==> config.mk <==
export PLATFORM = sky130hd
export DESIGN_NAME = fir_output_capture
export DESIGN_NICKNAME = d
export VERILOG_FILES = /design/src/rtl/fir_output_capture.sv
export SDC_FILE = /design/constraint.sdc
export NUM_CORES = 1
export LEC_CHECK = 0
export CAP_MARGIN = 25
export CORE_UTILIZATION = 42
export DETAILED_ROUTE_END_ITERATION = 12
export HOLD_SLACK_MARGIN = 0.06
export SYNTH_ARGS = -nofsm -noshare
export SYNTH_HDL_FRONTEND = slang
export SYNTH_SLANG_ARGS = --single-unit
==> constraint.sdc <==
create_clock -name Clk -period 18.3 [get_ports Clk]
set_input_delay 3.66 -clock Clk [delete_from_list [all_inputs] [get_ports Clk]]
set_output_delay 3.66 -clock Clk [all_outputs]
set_load 0.005 [all_outputs]
==> src/rtl/fir_output_capture.sv <==
// fir_output_capture: captures a DEPTH-sample window of FIR output after a
// magnitude trigger, tracks the window's signed peaks, then streams it out.
// Ports:
//   Clk, Rst               clock, synchronous active-high reset
//   Yin                    signed filter output sample, one per cycle
//   Arm, Thresh            arm request and |Yin| trigger threshold
//   Abort                  return to IDLE from any busy state, no Done
//   Busy                   high in ARMED, CAPTURE and DUMP
//   Rd_valid/ready/data    valid/ready read port over the captured window
//   Rd_index, Rd_last      window position of Rd_data, final-beat flag
//   Done                   one-cycle pulse after the last beat is accepted
//   Peak_max, Peak_min     signed extremes of the current/last window
module fir_output_capture #(
    parameter int DW    = 32,
    parameter int DEPTH = 16,
    parameter int AW    = 4
) (
    input  logic                 Clk,
    input  logic                 Rst,
    input  logic signed [DW-1:0] Yin,
    input  logic                 Arm,
    input  logic                 Abort,
    input  logic        [DW-1:0] Thresh,
    output logic                 Busy,
    output logic                 Rd_valid,
    input  logic                 Rd_ready,
    output logic signed [DW-1:0] Rd_data,
    output logic        [AW-1:0] Rd_index,
    output logic                 Rd_last,
    output logic                 Done,
    output logic signed [DW-1:0] Peak_max,
    output logic signed [DW-1:0] Peak_min
);

    typedef enum logic [1:0] {
        IDLE,
        ARMED,
        CAPTURE,
        DUMP
    } state_t;

    localparam logic [AW-1:0] LAST_IDX = AW'(DEPTH - 1);

    state_t                state_q, state_d;
    logic         [DW-1:0] thresh_q, thresh_d;
    logic         [AW-1:0] wptr_q, wptr_d;
    logic         [AW-1:0] rptr_q, rptr_d;
    logic signed  [DW-1:0] pmax_q, pmax_d;
    logic signed  [DW-1:0] pmin_q, pmin_d;
    logic                  done_q, done_d;
    logic signed  [DW-1:0] mem_q [DEPTH];
    logic signed  [DW-1:0] mem_d [DEPTH];

    // One extra bit so |-2^(DW-1)| = 2^(DW-1) is representable.
    logic [DW:0] yin_ext;
    logic [DW:0] yin_mag;
    logic        trig;

    always_comb begin
        yin_ext = {Yin[DW-1], Yin};
        yin_mag = Yin[DW-1] ? (~yin_ext + (DW+1)'(1)) : yin_ext;
        trig    = (yin_mag >= {1'b0, thresh_q});
    end

    always_comb begin
        state_d  = state_q;
        thresh_d = thresh_q;
        wptr_d   = wptr_q;
        rptr_d   = rptr_q;
        pmax_d   = pmax_q;
        pmin_d   = pmin_q;
        done_d   = 1'b0;
        mem_d    = mem_q;

        if (state_q != IDLE && Abort) begin
            // Peaks deliberately keep their partial values.
            state_d = IDLE;
            wptr_d  = '0;
            rptr_d  = '0;
        end else begin
            unique case (state_q)
                IDLE: begin
                    if (Arm) begin
                        thresh_d = Thresh;
                        state_d  = ARMED;
                    end
                end
                ARMED: begin
                    if (trig) begin
                        mem_d[0] = Yin;
                        pmax_d   = Yin;
                        pmin_d   = Yin;
                        wptr_d   = AW'(1);
                        state_d  = CAPTURE;
                    end
                end
                CAPTURE: begin
                    mem_d[wptr_q] = Yin;
                    if (Yin > pmax_q) pmax_d = Yin;
                    if (Yin < pmin_q) pmin_d = Yin;
                    // Natural wrap of the AW-bit pointer returns it to 0.
                    wptr_d = wptr_q + AW'(1);
                    if (wptr_q == LAST_IDX) state_d = DUMP;
                end
                DUMP: begin
                    if (Rd_ready) begin
                        if (rptr_q == LAST_IDX) begin
                            rptr_d  = '0;
                            done_d  = 1'b1;
                            state_d = IDLE;
                        end else begin
                            rptr_d = rptr_q + AW'(1);
                        end
                    end
                end
                default: state_d = IDLE;
            endcase
        end
    end

    always_ff @(posedge Clk) begin
        if (Rst) begin
            state_q  <= IDLE;
            thresh_q <= '0;
            wptr_q   <= '0;
            rptr_q   <= '0;
            pmax_q   <= '0;
            pmin_q   <= '0;
            done_q   <= 1'b0;
        end else begin
            state_q  <= state_d;
            thresh_q <= thresh_d;
            wptr_q   <= wptr_d;
            rptr_q   <= rptr_d;
            pmax_q   <= pmax_d;
            pmin_q   <= pmin_d;
            done_q   <= done_d;
        end
    end

    // Sample storage is not reset; only writes are suppressed under Rst.
    always_ff @(posedge Clk) begin
        if (!Rst) mem_q <= mem_d;
    end

    assign Busy     = (state_q != IDLE);
    assign Rd_valid = (state_q == DUMP);
    assign Rd_data  = mem_q[rptr_q];
    assign Rd_index = rptr_q;
    assign Rd_last  = Rd_valid && (rptr_q == LAST_IDX);
    assign Done     = done_q;
    assign Peak_max = pmax_q;
    assign Peak_min = pmin_q;

endmodule

# Word level (Yosys, flattened, before mapping)
# Index checks and enable logic that the tools add are counted.
# word_totals
word_cells	90
register_bits	619
output_inout_bits	104
# op_classes
bitwise	7
n_lt_le_gt_ge	6
mux	23
eq_ne	12
reduce_logical	16
n_addsub	3
# ops
operator	n
$bwmux 512	1
$mux 32	6
$pmux 32 s2	3
$bmux 32 s4	1
$demux 32 s4	1
$add 33x1->33 const B	1
$ge 33x32->1	1
$mux 33	1
$not 33->33	1
$gt 32x32->1	1
$lt 32x32->1	1
$reduce_and 4->1	3
$ge 5x5->1 const B	2
$mux 2	5
$ne 2x2->1 const B	5
$not 4->5	2
$add 4x1->4 const B	2
$eq 4x4->1 const B	2
$mux 4	2
$pmux 2 s4	1
$pmux 4 s2	1
$reduce_and 3->1	2
$lt 5x1->1 const B	1
$reduce_and 5->1	1
11 further kinds	20

# Longest topological paths before layout
# Gate-level depths: netlist (run 1).
# logic_depth
depth_word	7
mapped_depth	19
ltp_nobuf	17

# Worst setup path after synthesis (run 1)
# No wires, ideal clock.
# synth_path
kind	input to register
from	in Yin[3]
to	reg mem_q[480] (netlist name), enable pin
arrival_time_ps	8645
path_buffers	0
path_stages	14
setup_slack_ps	9234
path_cell_list	or4_4 or4_4 or4_1 or4_4 or3_4 o31ai_1 xnor2_1 ha_1 nand4_1 nor3_1 nand3_1 a22oi_1 nor3_1 nor2_1
# synth_via
elab_chain_cells	6
# synth_lines
item	line_no	text
start: declaration	20	input logic signed [DW-1:0] Yin,
$not 33->33	61	yin_mag = Yin[DW-1] ? (~yin_ext + (DW+1)'(1)) : yin_ext;
$add 33x1->33	61	
$mux 33 *	61	
$ge 33x32->1 *	62	trig = (yin_mag >= {1'b0, thresh_q});
$ne 2x2->1 (no line) *	n/a	
$reduce_and 4->1 (no line) *	n/a	
end signal: assignment	143	if (!Rst) mem_q <= mem_d;
end: declaration	51	logic signed [DW-1:0] mem_q [DEPTH];
# Every way passes the cells marked *; elsewhere a longest branch is shown, timed or not.
# A chain may end at the register's enable or synchronous reset.

# Worst setup path after layout (run 1)
# layout_path
from	in Yin[4]
to	reg pmin_q[25], in the netlist Peak_min[25]
# layout_via
elab_chain_cells	6
elab_cells_between_ends	8
# layout_lines
item	line_no	text
$not 33->33	61	
$add 33x1->33	61	
$mux 33	61	
$ge 33x32->1	62	
$ne 2x2->1 (no line)	n/a	
$reduce_and 4->1 (no line) *	n/a	
end signal: assignment	136	pmin_q <= pmin_d;
end: declaration	49	logic signed [DW-1:0] pmin_q, pmin_d;
# Marks and branches as above.

==> results of run 1 <==
==> power by group <==
| part | switching (µW) | internal (µW) | total, µW |
|---|---|---|---|
| logic | 341 | 330 | 671 |
| clock network | 546 | 756 | 1300 |
| registers | 59.1 | 1610 | 1670 |
| total | 946 | 2690 | 3640 |
==> layout by cell type (no fill, tap or decap), types with 11 or more instances in the layout <==
cell,netlist,final
clkinv_2,0,11
mux2i_1,65,65
inv_1,108,108
nor2_1,32,18
xnor2_1,28,28
mux4_2,160,160
edfxtp_1,512,512
clkbuf_16,0,66
clkbuf_1,54,17
nand2_1,114,114
nor2_4,0,13
o21ai_0,26,26
clkdlybuf4s50_1,0,170
buf_4,0,45
a21oi_1,74,74
dfxtp_1,107,103
nand2b_1,102,102
and2_1,30,30
nand3_1,14,14
ha_1,105,105
o31ai_1,12,12
nand4_1,15,15
==> layout make-up <==
type                            count  area share [%]
Multi-Input combinational cell    863            27.3
Clock inverter                     38            1.16
Clock buffer                       83            5.36
Inverter                          108            1.27
Tap cell                          846            3.31
Sequential cell                   619            54.7
Timing Repair Buffer              224            6.88
==> per-layer routing <==
metal / wire [µm] / share of wire (%)
met4: 1150 / 1.8
met3: 4000 / 6.1
met5: 0 / 0
met2: 31600 / 48
met1: 28600 / 44
==> state kept, by name, indices dropped and copies added (netlist names) <==
register	flops
Done	1
Peak_max	32
Peak_min	32
Rd_index	4
mem_q	512
state_q	2
thresh_q	32
wptr_q	4
==> critical path, delay by kind of cell <==
| kind | cells | cell delay, ns |
|---|---|---|
| adder cells (fa/ha/maj) | 1 | 0.29 |
| buffers and inverters | 2 | 1.40 |
| AO/OA/AOI/OAI | 5 | 1.06 |
| multiplexers | 1 | 0.27 |
| XOR/XNOR | 1 | 0.18 |
| AND/OR/NAND/NOR | 6 | 3.24 |
==> logic make-up (layout without fill, tap and decap cells) <==
group,after synthesis,count (layout),share of synthesized area (%)
xor gates and xnor gates,30,30,0.980
muxes,225,225,15.9
AOI/OAI and AO/OA,158,158,3.64
DFF,619,619,65.4
and+or+nand+nor,345,345,6.70
adders and majority gates,105,105,4.90
buffers and inverters,182,453,2.55
==> per-stage QoR <==
stage	util [%]	power [µW]	hold slack (ns)
2_1_floorplan	-	2060	0.436
6_report	50.8	3640	0.455
3_5_place_dp	47.3	2370	0.448
4_1_cts	50.6	3680	0.456
3_3_place_gp	47.2	2350	0.446
5_1_grt	50.8	3800	0.469
==> worst min path at each step <==
stage | start | endpoint | slack (ns) | cells after the start
2_1_floorplan | thresh_q[10] | thresh_q[10] | 0.44 | 2
3_3_place_gp | thresh_q[31] | thresh_q[31] | 0.45 | 2
3_5_place_dp | thresh_q[30] | thresh_q[30] | 0.45 | 2
4_1_cts | thresh_q[30] | thresh_q[30] | 0.46 | 2
5_1_grt | thresh_q[17] | thresh_q[17] | 0.47 | 2
6_report | thresh_q[17] | thresh_q[17] | 0.45 | 2
==> summary.md, run 1 <==
| Metric | Value |
|---|---|
| Outcome | `finished, final reports clean` |
| Least-Margin Pin Slew | `1.03 ns` |
| DRT Pass-1 Iters | `7` |
| Drt total wl | `65300 µm` |
| Synth top area share | `57.4%` |
| Register area | `17500 µm²` |
| Worst r2r src | `thresh_q[12]` |
| Post-layout min period | `9.63 ns` |
| Vias in the first global route | `15800` |
| Worst EP required | `18.81 ns` |
| Setup Skew | `0.0175 ns` |
| Antenna-violating nets left | `0` |
| Grt total ovfl | `0` |
| Pin count of the biggest net entering global routing | `130` |
| CP Launch Point | `Yin[4]` |
| Most used cell, CP | `or4_4` |
| DR iter-0 viols | `1025` |
| Highest-delay cell along the critical path | `clkdlybuf4s50_1` |
| Worst reg2reg path depth | `10` |
| Max-Cap Viols | `0` |
| Routability cong. | `0.827` |
| Peak supply drop | `0.0000707 V` |
| Met3 usage | `4.00%` |
| Clk root buf | `clkbuf_16` |
| Die area | `64800 µm²` |
| Seq/Total Area, Yosys | `65.4%` |
| Period utilization | `52.6%` |
| Multi-input gate area | `8730 µm²` |
| Post-DP Area | `29800 µm²` |
| HP Class | `reg2reg` |
| Vias per std cell | `5.44` |
| Grt met2 use | `33.6%` |
| Worst-path clk slew | `0.06 ns` |
| Inst Count DP | `2655` |
| Pins Over Slew Limit | `0` |
| RSZ-0062 raised after global routing | `no` |
| Worst-path maximum fanout | `32` |
| Max incr delay on CP | `0.90 ns` |
| Setup bufs post-CTS | `0` |
| IO Port Bufs | `172` |
| Peak Freq | `104 MHz` |
| Synth Area per Inst | `16.1 µm²` |
| Core Rows | `92` |
| Synth area leaders | `edfxtp_1, mux4_2, dfxtp_1` |
| Ant diodes | `0` |
| Synth Net Count | `1838` |
| Post-synth top cells | `edfxtp_1, mux4_2, nand2_1` |
| #FFs+latches synth | `619` |
| Pwr dens | `114 nW/µm²` |
| Synth-to-layout area growth | `19.5%` |
| NumNets Final | `2056` |
| Syn Inst Count | `1664` |
| GR Util met1 | `28.3%` |
| Share of layout cells above drive strength 1 | `17.4%` |
| Reg-to-Reg End | `Peak_max[1]` |
| Initial antenna violation count | `0` |
| Ys async rst share | `0%` |
| Via count | `15100` |
| Arr. time, crit path | `10.13 ns` |
| Initial core utilization | `42.5%` |
| Die height | `255 µm` |
| Htree depth | `3` |
| Crit Path Category | `in2reg` |
| Setup crit end kind | `flip-flop` |
| DP Wirelength | `39900 µm` |
| Slew margin rel. | `30.9%` |
| Critical Path End | `Peak_min[25]` |
| Die W | `255 µm` |
| Ys Warns | `0` |
| Cell Area, Synth | `26800 µm²` |
| Total track usage | `20.6%` |
| Post-cts repair resize count | `0` |
| Worst skew pair latency | `0.60 ns` |
| CP Launch Type | `primary input` |
| Synth area leader | `edfxtp_1` |
| Worst slack at placement | `8.14 ns` |
| Setup tns final | `0 ns` |
| Final WS setup | `8.67 ns` |
| Number of flops mapped to enable cells by yosys | `512` |
| Fill cell count | `5277` |
| Num CTS Buffers | `66` |
| Number of library cell types mapped by synthesis | `54` |
| Critical Path, Cell by Cell | `clkdlybuf4s50_1 > or4_4 > or4_4 > or4_1 > or4_4 > or3_4 > o41ai_2 > xnor2_1 > ha_1 > o21a_1 > o21ai_0 > a22oi_1 > nor3_1 > a221o_2 > buf_4 > mux2i_1` |
| Post-CTS Hold Fix Bufs | `0` |
| First-pass GRT wire length | `97600 µm` |
| Most common cell in the synthesized netlist | `edfxtp_1` |
| Non-filler cells, final | `2781` |
| Final Setup Violations | `0` |
| Synth Flop Type | `edfxtp_1` |
| Total I/O pin count | `173` |
| Final hold viol count | `0` |
| Final Cell Area | `32000 µm²` |
| Max Root-Sink Buffers | `3` |
| Register-to-register path setup slack | `14.76 ns` |
| Core outline area | `63100 µm²` |
| DRC Markers | `0` |
| GRT busiest layer | `met2` |
| Routed wire length per instance | `23.5 µm` |
| Static Leak | `0.0104 µW` |
| Clock Sinks | `619` |
| TritonCTS clock tree | `done` |
Power figures use the tool's default switching activity.
==> inputs of run 2 (changes only) <==
- clock period: 18.3 -> 9.8 ns (I/O delays scaled with it)
==> run 2 against run 1 <==
- sequential power grew 87%
- final cell count shrank 0.14%
- total power grew 86%
- critical path type unchanged
- final area shrank 0.27%
- sequential cell count is the same
- core utilization shrank 0.13 points
- worst hold slack lost 0.0011 ns
- largest power group unchanged
- largest cell class unchanged
- die area is the same
- critical path depth grew 3
- non-clock buffer count shrank 4
==> summary.md, run 2 (synthesis gave the netlist of run 1 again) <==
| Metric | Value |
|---|---|
| Clk root buf | `clkbuf_16` |
| Share of layout cells above drive strength 1 | `17.2% (-0.22 points)` |
| Final Total Pwr | `6790 µW (+86%)` |
| Die height | `255 µm (unchanged)` |
| Arr. time, crit path | `8.10 ns (-2.03 ns)` |
| NumNets Final | `2054 (-0.097%)` |
| Critical Path, Cell by Cell | `clkdlybuf4s50_1 > inv_1 > ha_1 > nand2b_1 > nor4_1 > nand2_1 > or4_1 > or3_1 > o21ai_0 > xnor2_1 > ha_1 > nand4_1 > nor3_1 > nand3_1 > a22oi_1 > o32ai_1 > a311oi_4 > buf_4 > mux2i_1` |
| Post-DP Area | `29800 µm² (about the same)` |
| Worst EP required | `10.31 ns (-8.50 ns)` |
| Period utilization | `77.5%` |
| Setup tns final | `0 ns (unchanged)` |
| Final hold viol count | `0 (unchanged)` |
| Peak Freq | `132 MHz` |
| Hold path start | `thresh_q[16]` |
| Most used cell, CP | `ha_1` |
| Setup Skew | `0.0149 ns (-0.00263 ns)` |
| Pins Over Slew Limit | `0 (unchanged)` |
| Worst skew pair latency | `0.60 ns (about the same)` |
| Total track usage | `20.7% (+0.13 points)` |
| DRC Markers | `0 (unchanged)` |
| RSZ-0062 raised after global routing | `no` |
| HP Class | `reg2reg` |
| Vias per std cell | `5.48 (+0.65%)` |
| Static Leak | `0.0104 µW (-0.26%)` |
| CP Launch Point | `Yin[0]` |
| Die area | `64800 µm² (unchanged)` |
| Inst Count DP | `2656 (+0.038%)` |
| Routability cong. | `0.828 (+0.18%)` |
| Most common cell after layout, fill and taps aside | `edfxtp_1` |
| Largest register by flop count | `mem_q` |
| Crit Path Category | `in2reg` |
| Clock Sinks | `619 (unchanged)` |
| TritonCTS clock tree | `done` |
| DP Wirelength | `39600 µm (-0.81%)` |
| Post-CTS Hold Fix Bufs | `0 (unchanged)` |
| Max reg flops | `512 (unchanged)` |
| Core outline area | `63100 µm² (unchanged)` |
| Most frequent cells in the layout | `edfxtp_1, clkdlybuf4s50_1, mux4_2, nand2_1, inv_1` |
| Post-layout min period | `7.60 ns` |
| Via count | `15200 (+0.50%)` |
| Routed wire length per instance | `23.7 µm (+0.91%)` |
| Pin count of the biggest net entering global routing | `129 (-0.77%)` |
| Hold slack | `0.454 ns (-0.00107 ns)` |
| DR iter-0 viols | `1218 (+19%)` |
| Worst r2r src | `thresh_q[12]` |
| CP Launch Type | `primary input` |
| Setup crit end kind | `flip-flop` |
| Num CTS Buffers | `68 (+3.0%)` |
| Worst-path clk slew | `0.06 ns (about the same)` |
| Total I/O pin count | `173 (unchanged)` |
| Core Rows | `92 (unchanged)` |
| Pwr dens | `213 nW/µm² (+87%)` |
| Final Cell Area | `31900 µm² (-0.27%)` |
| Die W | `255 µm (unchanged)` |
| Max-Cap Viols | `0 (unchanged)` |
| Vias in the first global route | `15600 (-1.3%)` |
| Antenna-violating nets left | `0 (unchanged)` |
| DRT Pass-1 Iters | `5 (-2)` |
| Initial core utilization | `42.5% (unchanged)` |
| Synth-to-layout area growth | `19.1%` |
| Max Root-Sink Buffers | `3 (unchanged)` |
| Htree depth | `3 (unchanged)` |
| First-pass GRT wire length | `98000 µm (+0.43%)` |
| Max incr delay on CP | `0.79 ns (-0.11 ns)` |
| Initial antenna violation count | `1 (+1)` |
| Highest-delay cell along the critical path | `clkdlybuf4s50_1` |
| Post-cts repair resize count | `0 (unchanged)` |
| Worst-path maximum fanout | `32 (unchanged)` |
| Setup bufs post-CTS | `0 (unchanged)` |
| Drt total wl | `65800 µm (+0.76%)` |
| Outcome | `finished, final reports clean` |
| Non-filler cells, final | `2777 (-0.14%)` |
| Ant diodes | `0 (unchanged)` |
| Final Setup Violations | `0 (unchanged)` |
| Slew margin rel. | `32.6% (+1.7 points)` |
| Least-Margin Pin Slew | `1.01 ns (-0.0227 ns)` |
| Peak supply drop | `0.000152 V (+120%)` |
| IO Port Bufs | `172 (unchanged)` |
| Grt total ovfl | `0 (unchanged)` |
## run 2: metal layers
layer / share of wire [%] / vias up / GRT usage (%) / wire [µm]
li1: - / 6824 / - / -
met1: 44 / 7800 / 29.2 / 29000
met2: 47 / 472 / 32.9 / 31000
met3: 6.4 / 111 / 3.80 / 4230
met4: 2.4 / 2 / 6.01 / 1600
met5: 0.017 / - / 0 / 11
## run 2: where the power goes
part / internal (µW) / switching, µW / total, µW
Sequential: 3000 / 111 / 3120
Combinational: 619 / 636 / 1250
Clock: 1410 / 1010 / 2420
Total: 5030 / 1750 / 6790
## run 2: through the flow
| stage | setup slack [ns] | utilization (%) |
|---|---|---|
| global placement | 1.57 | 47.2 |
| global route | 1.88 | 50.6 |
| detailed placement | 1.67 | 47.3 |
| finish | 2.20 | 50.6 |
| floorplan | 2.43 | - |
| CTS | 2.28 | 50.6 |
## run 2: critical path, delay by kind of cell
family          cells  cell delay [ns]
fa+ha+maj           2             0.51
simple gates        8             2.43
mux                 1             0.27
xor+xnor            1             0.12
buf+inv             3             1.69
compound gates      4             1.10
## run 2: path summary, 6_finish.rpt
path | end | slack, ns | cells past startpoint
worst max-delay path | Peak_max[16] | 2.20 | 19
worst min register to register | thresh_q[16] | 0.45 | 2
worst min-delay path | thresh_q[16] | 0.45 | 2
worst max register to register | Peak_max[16] | 6.28 | 10
## run 2: final cells by class
class / instances / area [µm²]
fill: 5294 / 31100
multi-input combinational: 863 / 8730
timing repair buffer: 220 / 2110
inverter: 108 / 405
sequential: 619 / 17500
clock buffer: 92 / 1850
tap: 846 / 1060
clock inverter: 29 / 244
==> inputs of run 3 (changes only) <==
- clock period: 9.8 -> 6.2 ns (I/O delays scaled with it)
==> run 3 against run 2 <==
- global-route usage grew 0.36 points
- setup slack lost 2.1 ns
- clock power grew 49%
- core utilization grew 0.52 points
- die area is the same
- total power grew 57%
- critical path depth is the same
- clock skew shrank 0.0031 ns
==> summary.md, run 3 (synthesis gave the netlist of run 1 again) <==
| Metric | Value |
|---|---|
| Highest-delay cell along the critical path | `or4_4` |
| Register-to-register path setup slack | `2.71 ns (-3.57 ns)` |
| Reg-to-Reg End | `mem_q[63]` |
| Pwr dens | `330 nW/µm² (+55%)` |
| Die W | `255 µm (unchanged)` |
| Worst-path maximum fanout | `8 (-75%)` |
| GR Util met1 | `30.0% (+0.72 points)` |
| DRT Pass-1 Iters | `5 (unchanged)` |
| Crit Path Category | `in2reg` |
| Hold Path End | `thresh_q[10]` |
| Final Setup Violations | `0 (unchanged)` |
| Die area | `64800 µm² (unchanged)` |
| Vias per std cell | `5.47 (-0.12%)` |
| IO Port Bufs | `172 (unchanged)` |
| Hold path start | `thresh_q[10]` |
| Antenna-violating nets left | `0 (unchanged)` |
| Worst skew pair latency | `0.63 ns (+0.03 ns)` |
| Period utilization | `98.0%` |
| Core Rows | `92 (unchanged)` |
| Critical Path, Cell by Cell | `clkdlybuf4s50_1 > or4_4 > or4_4 > or4_1 > or4_4 > or3_4 > o21ai_0 > xnor2_1 > ha_1 > nand4_1 > buf_4 > nor2_1 > nand2_1 > a31oi_4 > o32ai_2 > a311oi_4 > buf_4 > buf_6 > mux2i_1` |
| Initial antenna violation count | `3 (+2)` |
| Slew margin rel. | `30.0% (-2.6 points)` |
| HP Class | `reg2reg` |
| Setup crit end kind | `flip-flop` |
| Post-CTS Hold Fix Bufs | `0 (unchanged)` |
| Most used cell, CP | `or4_4` |
| Final hold viol count | `0 (unchanged)` |
| First-pass GRT wire length | `99600 µm (+1.6%)` |
| Worst Path Buf+Inv | `4 (+1)` |
| Outcome | `finished, final reports clean` |
| Clock Sinks | `619 (unchanged)` |
| Pin count of the biggest net entering global routing | `131 (+1.6%)` |
| Num CTS Buffers | `61 (-10%)` |
| Routed wire length per instance | `24.2 µm (+2.2%)` |
| Most frequent cells in the layout | `edfxtp_1, clkdlybuf4s50_1, mux4_2, nand2_1, inv_1` |
| DR iter-0 viols | `1189 (-2.4%)` |
| Largest register by flop count | `mem_q` |
| Total track usage | `21.1% (+0.36 points)` |
| Worst r2r src | `state_q[0]` |
| Grt met2 use | `33.9% (+0.93 points)` |
| Post-DP Area | `30200 µm² (+1.3%)` |
| Static Leak | `0.0105 µW (+1.2%)` |
| Peak supply drop | `0.000227 V (+49%)` |
| Worst reg2reg path depth | `7 (-3)` |
| Vias in the first global route | `15500 (-0.47%)` |
| NumNets Final | `2090 (+1.8%)` |
| DP Wirelength | `43500 µm (+10%)` |
| Hold slack | `0.455 ns (+0.000940 ns)` |
| Synth-to-layout area growth | `20.4%` |
| Pins Over Slew Limit | `0 (unchanged)` |
| Worst EP required | `6.76 ns (-3.55 ns)` |
| Worst hold stages | `2 (unchanged)` |
| Most common cell after layout, fill and taps aside | `edfxtp_1` |
| CP Launch Type | `primary input` |
| Initial core utilization | `42.5% (unchanged)` |
| Share of layout cells above drive strength 1 | `19.0% (+1.8 points)` |
| Max-Cap Viols | `0 (unchanged)` |
| Setup Skew | `0.0118 ns (-0.00311 ns)` |
| Peak Freq | `165 MHz` |
| Crit-path leading delay family | `simple AND/OR/NAND/NOR gates` |
| Met3 usage | `3.84% (+0.041 points)` |
| Routability cong. | `0.828 (about the same)` |
| Clk root buf | `clkbuf_16` |
| Worst-path clk slew | `0.06 ns (about the same)` |
| GRT busiest layer | `met2` |
| Max incr delay on CP | `0.59 ns (-0.20 ns)` |
| Grt total ovfl | `0 (unchanged)` |
| Final Cell Area | `32300 µm² (+1.0%)` |
| Arr. time, crit path | `6.63 ns (-1.47 ns)` |
| Drt total wl | `68000 µm (+3.3%)` |
| Post-layout min period | `6.08 ns` |
| Core outline area | `63100 µm² (unchanged)` |
| Die height | `255 µm (unchanged)` |
| Max reg flops | `512 (unchanged)` |
| Htree depth | `2 (-1)` |
| End-of-flow core utilization | `51.1% (+0.52 points)` |
| TritonCTS clock tree | `done` |
| Total I/O pin count | `173 (unchanged)` |
| Via count | `15400 (+1.0%)` |
| Max Root-Sink Buffers | `3 (unchanged)` |
| DRC Markers | `0 (unchanged)` |
| Fill cell count | `5215 (-1.5%)` |
| Least-Margin Pin Slew | `1.05 ns (+0.0359 ns)` |
run 3: cell types whose count changed in the layout (fill, tap and decap cells not counted), moves of 2 or more:
cell	delta
buf_4	+35
clkbuf_1	-9
clkbuf_16	-7
clkinv_2	-6
buf_12	+5
clkinv_1	+5
nor3_4	+3
bufinv_16	+2
clkinv_4	+2
clkinvlp_4	+2
inv_6	-2
nor3_1	-2
run 3: stage by stage:
stage	std cells	TNS (ns)	power [µW]	setup WS (ns)
2_1_floorplan	1664	0	6070	0.00210
4_1_cts	2803	0	10600	0.0272
3_5_place_dp	2695	-53.33	7060	-0.616
5_1_grt	2807	-0.301	11100	-0.0363
6_report	2808	0	10600	0.124
3_3_place_gp	2693	-38.85	7010	-0.457
run 3: what timing repair did:
item	4_1_cts	5_1_grt
setup buffers	0	2
resized for setup	0	10
endpoints found under the setup margin	0	96
run 3: worst max-delay path by stage:
| stage | startpoint | to | slack (ns) | cells after the start |
|---|---|---|---|---|
| 2_1_floorplan | Yin[3] | Peak_max[10] | 0.002 | 16 |
| 3_3_place_gp | Yin[3] | Peak_max[9] | -0.46 | 18 |
| 3_5_place_dp | Yin[3] | Peak_max[16] | -0.62 | 18 |
| 4_1_cts | Yin[3] | Peak_max[12] | 0.03 | 18 |
| 5_1_grt | Yin[3] | Peak_max[23] | -0.04 | 19 |
| 6_report | Yin[3] | Peak_max[24] | 0.12 | 19 |
run 3: layout make-up:
| cell class | instances | area (µm²) | area share [%] |
|---|---|---|---|
| flip-flops and latches | 619 | 17500 | 54.3 |
| multi-input cells | 863 | 8800 | 27.3 |
| repair buffers | 263 | 2530 | 7.85 |
| clock buffers | 75 | 1620 | 5.02 |
| well taps | 846 | 1060 | 3.28 |
| inverters | 108 | 405 | 1.26 |
| clock inverters | 33 | 313 | 0.970 |
| diodes | 1 | 2.50 | 0.00776 |
run 3: per-layer routing:
metal  share of wire (%)  up-vias
met5               0.040        -
li1                    -     6896
met1                  44     7917
met4                 1.8        4
met3                 7.1       90
met2                  47      454
run 3: power breakdown:
part | switching, µW | internal [µW] | leakage [µW] | total, µW
Combinational | 1050 | 1060 | 0.00409 | 2110
Sequential | 180 | 4750 | 0.00548 | 4930
Clock | 1550 | 2050 | 0.000939 | 3600
Total | 2780 | 7860 | 0.0105 | 10600
run 3: tightest hold or removal path, cell delays in order (launching register included):
cell	delay, ns
dfxtp_1	0.31
nand2_1	0.05
a21oi_1	0.05
